===== config.mk =====
export PLATFORM = sky130hd
export DESIGN_NAME = ram_arbiter
export DESIGN_NICKNAME = d
export VERILOG_FILES = /design/src/rtl/ul8_mem_pkg.sv /design/src/rtl/ram_arb_pick.sv /design/src/rtl/ram_arbiter.sv
export SDC_FILE = /design/constraint.sdc
export NUM_CORES = 1
export LEC_CHECK = 0
export ABC_AREA = 1
export BUFFER_PORTS_ARGS = -buffer_cell sky130_fd_sc_hd__buf_2
export CORE_MARGIN = 8
export CORE_UTILIZATION = 44
export DETAILED_ROUTE_END_ITERATION = 16
export PLACE_DENSITY = 0.94
export SETUP_SLACK_MARGIN = 0.4
export SLEW_MARGIN = 20
export SYNTH_ARGS = -nofsm -noshare
export SYNTH_HDL_FRONTEND = slang
export SYNTH_HIERARCHICAL = 1
export SYNTH_SLANG_ARGS = --single-unit

===== constraint.sdc =====
create_clock -name clk -period 3.55 [get_ports clk]
set_input_delay 0.355 -clock clk [delete_from_list [all_inputs] [get_ports clk]]
set_output_delay 0.355 -clock clk [all_outputs]
set_load 0.005 [all_outputs]

===== src/rtl/ul8_mem_pkg.sv =====
// Shared constants and types for the data-RAM arbiter slice.
package ul8_mem_pkg;

  localparam int unsigned ADDR_W     = 5;
  localparam int unsigned DATA_W     = 8;
  localparam int unsigned MAX_LOCK   = 8;
  localparam int unsigned LOCK_CNT_W = 4;

  typedef enum logic [1:0] {
    OWN_NONE = 2'd0,
    OWN_A    = 2'd1,
    OWN_B    = 2'd2
  } owner_t;

endpackage


===== src/rtl/ram_arb_pick.sv =====
// Combinational grant decision: lock override first, round-robin otherwise.
module ram_arb_pick
  import ul8_mem_pkg::*;
#(
  parameter int unsigned LOCK_MAX = ul8_mem_pkg::MAX_LOCK
) (
  input  logic                  a_req_i,
  input  logic                  b_req_i,
  input  owner_t                lock_owner_i,
  input  logic [LOCK_CNT_W-1:0] lock_cnt_i,
  input  owner_t                last_winner_i,
  output logic                  a_gnt_o,
  output logic                  b_gnt_o,
  output logic                  force_rel_o
);

  logic at_max;
  assign at_max = (lock_cnt_i == LOCK_CNT_W'(LOCK_MAX));

  always_comb begin
    a_gnt_o     = 1'b0;
    b_gnt_o     = 1'b0;
    force_rel_o = 1'b0;
    if (lock_owner_i == OWN_A && a_req_i) begin
      // An exhausted lock yields to a waiting peer for exactly this cycle.
      if (at_max && b_req_i) begin
        b_gnt_o     = 1'b1;
        force_rel_o = 1'b1;
      end else begin
        a_gnt_o = 1'b1;
      end
    end else if (lock_owner_i == OWN_B && b_req_i) begin
      if (at_max && a_req_i) begin
        a_gnt_o     = 1'b1;
        force_rel_o = 1'b1;
      end else begin
        b_gnt_o = 1'b1;
      end
    end else if (a_req_i && b_req_i) begin
      if (last_winner_i == OWN_A) b_gnt_o = 1'b1;
      else                        a_gnt_o = 1'b1;
    end else begin
      a_gnt_o = a_req_i;
      b_gnt_o = b_req_i;
    end
  end

endmodule


===== src/rtl/ram_arbiter.sv =====
// Two-port arbiter in front of the single-port 32x8 data RAM, with bounded
// burst locking and one-cycle response routing back to the granted port.
module ram_arbiter #(
  parameter int unsigned ADDR_W   = ul8_mem_pkg::ADDR_W,
  parameter int unsigned DATA_W   = ul8_mem_pkg::DATA_W,
  parameter int unsigned MAX_LOCK = ul8_mem_pkg::MAX_LOCK
) (
  input  logic              clk,
  input  logic              rst,
  input  logic              a_req,
  input  logic              a_we,
  input  logic [ADDR_W-1:0] a_addr,
  input  logic [DATA_W-1:0] a_wdata,
  input  logic              a_lock,
  output logic              a_gnt,
  output logic              a_rvalid,
  output logic [DATA_W-1:0] a_rdata,
  input  logic              b_req,
  input  logic              b_we,
  input  logic [ADDR_W-1:0] b_addr,
  input  logic [DATA_W-1:0] b_wdata,
  input  logic              b_lock,
  output logic              b_gnt,
  output logic              b_rvalid,
  output logic [DATA_W-1:0] b_rdata,
  output logic [ADDR_W-1:0] ram_address,
  output logic [DATA_W-1:0] ram_value_in,
  output logic              ram_write,
  input  logic [DATA_W-1:0] ram_value_out
);

  import ul8_mem_pkg::*;

  owner_t                lock_owner_q, lock_owner_d;
  logic [LOCK_CNT_W-1:0] lock_cnt_q, lock_cnt_d;
  owner_t                last_winner_q, last_winner_d;
  owner_t                resp_owner_q, resp_owner_d;

  logic pick_a, pick_b, force_rel;

  ram_arb_pick #(
    .LOCK_MAX (MAX_LOCK)
  ) u_pick (
    .a_req_i       (a_req),
    .b_req_i       (b_req),
    .lock_owner_i  (lock_owner_q),
    .lock_cnt_i    (lock_cnt_q),
    .last_winner_i (last_winner_q),
    .a_gnt_o       (pick_a),
    .b_gnt_o       (pick_b),
    .force_rel_o   (force_rel)
  );

  assign a_gnt = pick_a & ~rst;
  assign b_gnt = pick_b & ~rst;

  always_comb begin
    ram_address  = '0;
    ram_value_in = '0;
    ram_write    = 1'b0;
    if (a_gnt) begin
      ram_address  = a_addr;
      ram_value_in = a_wdata;
      ram_write    = a_we;
    end else if (b_gnt) begin
      ram_address  = b_addr;
      ram_value_in = b_wdata;
      ram_write    = b_we;
    end
  end

  always_comb begin
    lock_owner_d  = lock_owner_q;
    lock_cnt_d    = lock_cnt_q;
    last_winner_d = last_winner_q;
    resp_owner_d  = OWN_NONE;
    if (a_gnt) begin
      last_winner_d = OWN_A;
      resp_owner_d  = OWN_A;
    end else if (b_gnt) begin
      last_winner_d = OWN_B;
      resp_owner_d  = OWN_B;
    end
    case (lock_owner_q)
      OWN_NONE: begin
        if (a_gnt && a_lock) begin
          lock_owner_d = OWN_A;
          lock_cnt_d   = LOCK_CNT_W'(1);
        end else if (b_gnt && b_lock) begin
          lock_owner_d = OWN_B;
          lock_cnt_d   = LOCK_CNT_W'(1);
        end
      end
      OWN_A: begin
        if (!a_req || force_rel || (a_gnt && !a_lock)) begin
          lock_owner_d = OWN_NONE;
          lock_cnt_d   = '0;
        end else if (a_gnt && lock_cnt_q != LOCK_CNT_W'(MAX_LOCK)) begin
          lock_cnt_d = lock_cnt_q + LOCK_CNT_W'(1);
        end
      end
      OWN_B: begin
        if (!b_req || force_rel || (b_gnt && !b_lock)) begin
          lock_owner_d = OWN_NONE;
          lock_cnt_d   = '0;
        end else if (b_gnt && lock_cnt_q != LOCK_CNT_W'(MAX_LOCK)) begin
          lock_cnt_d = lock_cnt_q + LOCK_CNT_W'(1);
        end
      end
      default: begin
        lock_owner_d = OWN_NONE;
        lock_cnt_d   = '0;
      end
    endcase
  end

  always_ff @(posedge clk) begin
    if (rst) begin
      lock_owner_q  <= OWN_NONE;
      lock_cnt_q    <= '0;
      last_winner_q <= OWN_B;
      resp_owner_q  <= OWN_NONE;
    end else begin
      lock_owner_q  <= lock_owner_d;
      lock_cnt_q    <= lock_cnt_d;
      last_winner_q <= last_winner_d;
      resp_owner_q  <= resp_owner_d;
    end
  end

  assign a_rvalid = (resp_owner_q == OWN_A);
  assign b_rvalid = (resp_owner_q == OWN_B);
  assign a_rdata  = a_rvalid ? ram_value_out : '0;
  assign b_rdata  = b_rvalid ? ram_value_out : '0;

endmodule


==> flow_metrics.tcl <==
set metrics [dict create \
    reg2reg_to "lock_owner_q[1]$_SDFFE_PP0P_" \
    setup_tns_ns 0 \
    synthMuxAreaShare_pct 0 \
    yosys.area.top_type "dfxtp_1" \
    synthSimpleGateAreaFrac_pct 44.5 \
    ios 76 \
    skew_ns 0.000556 \
    cts_max_path_buffers 2 \
    synth.distinct_cells 23 \
    ys_ff_latch 10 \
    path_max_fanout 15 \
    p_leak_nw 0.919 \
    drc 0 \
    crit_type "reg -> out" \
    nets 301 \
    relSlewSlack_pct 64.2 \
    fp.coreArea_um2 2390 \
    tritoncts "built" \
    drtAntennaViolNets 0 \
    holdCritStartpoint "a_lock" \
    syn-num-nets 225 \
    cap_viol_max_count 0 \
    wl_per_cell_um 11.7 \
    grt_pass1_wl_um 5310 \
    yosysWarnings 6 \
    startpoint_type "flop" \
    holdPathStages 3 \
    fin_crit_sh_pct 74.7 \
    min_path_type "in -> reg" \
    start_util_pct 45.0 \
    cp.required_ns 3.19 \
    drive_above_1_share_pct 37.9 \
    whs_endpoint "lock_owner_q[0]$_SDFFE_PP0P_" \
    grt_pass1_vias 1335 \
    synthXorXnorAreaFrac_pct 1.63 \
    syn_inst 181 \
    setup_viol 0 \
    antenna_cells 0 \
    drt_iter0_markers 97 \
    fp.dieW_um 65.4 \
    crit_buf_inv 3 \
    cp_top_family "simple AND/OR/NAND/NOR gates" \
    holdWs_ns 0.391 \
    globalRouteOverflowTotal 0 \
    cts_sinks 10 \
    timing.rr.start "lock_owner_q[0]$_SDFFE_PP0P_" \
    dp_slack_ns 1.18 \
    syn_to_final_growth_pct 38.5 \
    vias 1395 \
    worst_pin_slew_ns 0.536 \
    die_area_um2 4280 \
    routed_wl_um 3350 \
    syn-cell-area_um2 1070 \
    final_core_util_pct 62.4 \
    vdd_drop_max_mv 0.211 \
    rows 18 \
    clock.fmax_ghz 0.377 \
    cp_slowest_stage_delay_ns 0.46 \
    cts_made_buffers 3 \
    r2r_cells 11 \
    antenna_found_initial 0 \
    stdcell_count 286 \
    htreeDepth 1 \
    path_clk_slew_ns 0.07 \
    cellPowerDensity_nw_per_um2 318 \
    synth_compound_area_share_pct 16.1 \
    slowest_stage "dfxtp_1" \
    worst_setup_path_end_kind "primary output" \
    die_height_um 65.4 \
    rsz0062_at_grt "false" \
    layout_setup_ws_ns 0.899 \
    synth.area.top_cells "dfxtp_1, nand2_1, inv_1" \
    drt_pre_antenna_iters 4 \
    synth_fa_ha_area_share_pct 2.33 \
    crit_arrival_ns 2.30 \
    cts_root_buf "clkbuf_4" \
    vias_per_cell 4.88 \
    r2r_slack_ns 1.26 \
    track_usage_pct 14.5 \
    slew_violations 0 \
    path_cells "nand2_1 > nor2_2 > nand3_1 > nand2_1 > inv_1 > nor2_4 > inv_1 > nor2_2 > a22o_1 > buf_2" \
    cts_hold_buf 0 \
    post_cts_buffers 0 \
    synth_top_family_by_area "simple AND/OR/NAND/NOR gates" \
    min_period_ns 2.65 \
    grt_max_degree 21 \
    status "completed" \
    ctsResizeCount 0 \
    synth.avg_cell_area_um2 5.94 \
    place.gp.congestion 0.852 \
    hold_violations 0 \
    yosysSeqAreaShare_pct 18.6 \
    synth_top_area_share_pct 18.6 \
    dp.final_hpwl_um 2760 \
    port_buffers 75 \
    dp.cells 282 \
    insertion_delay_ns 0.27 \
]
## layout by cell type (no fill, tap or decap), types with 2 or more instances in the layout
cell type   n
inv_1      35
nand3_1    10
ha_1        2
nand4_1     4
a22o_1     14
inv_2       4
nand3_2     2
a21oi_1     7
o21ai_0     2
dfxtp_1    10
nor2_1     31
xor2_1      2
nand2_2     2
clkbuf_4    3
nand2_1    41
buf_2      75
nor2_4      3
nor2_2      4
## synthesized netlist by cell type, drive strengths merged
library cell / n
nand2: 44
inv: 39
nor2: 38
a22o: 14
nand3: 13
dfxtp: 10
a21oi: 7
buf: 4
nand4: 4
o21ai: 3
ha: 2
xor2: 2
nor3b: 1
## worst register-to-register path, stage by stage, from the launching register on
cell and delay, ns:
dfxtp_1 0.46, nand2_1 0.11, nor2_2 0.16, o21ai_0 0.13, nand2_1 0.14, inv_2 0.07, nor2_4 0.38, nand2_1 0.22
nand2_1 0.19, nand2_1 0.09, a21oi_1 0.16, nor3b_2 0.06
## state kept, by name, summed over array words and instances, names as in the netlist
name / cells
resp_owner_q: 2
lock_owner_q: 2
lock_cnt_q: 4
last_winner_q: 2
## per-stage QoR
stage          cell area [um2]  power (W)
6_report                  1490   0.000473
2_1_floorplan             1070   0.000295
5_1_grt                   1490   0.000508
4_1_cts                   1490   0.000473
3_5_place_dp              1450   0.000367
3_3_place_gp              1450   0.000362
## where the power goes
part           switching (W)  internal, W  leakage, nW  total, W
clock network      0.0000446    0.0000623       0.0210  0.000107
logic               0.000127    0.0000958        0.816  0.000223
registers          0.0000173     0.000126       0.0821  0.000143
total               0.000189     0.000284        0.919  0.000473
## how the worst max path moves through the flow
stage / start / to / slack (ns) / cells past startpoint
after floorplan: lock_owner_q[0]$_SDFFE_PP0P_ / ram_address[0] / 1.68 / 10
after global placement: a_req / ram_value_in[6] / 1.19 / 11
after detailed placement: a_req / ram_value_in[7] / 1.18 / 11
after CTS: lock_owner_q[0]$_SDFFE_PP0P_ / ram_value_in[7] / 0.92 / 10
after global routing: lock_owner_q[0]$_SDFFE_PP0P_ / ram_value_in[0] / 0.75 / 10
final: lock_owner_q[0]$_SDFFE_PP0P_ / ram_value_in[7] / 0.90 / 10
## kinds of logic after synthesis
logic type,after synthesis
XOR/XNOR,2
buffers and inverters,43
adder cells (fa/ha/maj),2
AO/OA/AOI/OAI,24
AND/OR/NAND/NOR,100
flip-flops,10
## area by class of cell
type                       count  area, um2
fill                         219        898
multi-input combinational    128        693
timing repair buffer          75        375
sequential                    10        200
inverter                      39        146
tap                           30       37.5
clock buffer                   4       36.3
## metal layers
layer / GRT usage [%] / share of wire, % / vias to the layer above / wire length (um)
met2: 25.8 / 52 / 61 / 1750
met5: 0 / 0 / - / 0
li1: - / - / 716 / -
met4: 6.54 / 1.0 / 0 / 35
met1: 16.3 / 40 / 614 / 1330
met3: 2.72 / 6.9 / 4 / 232
Power figures use the tool's default switching activity.
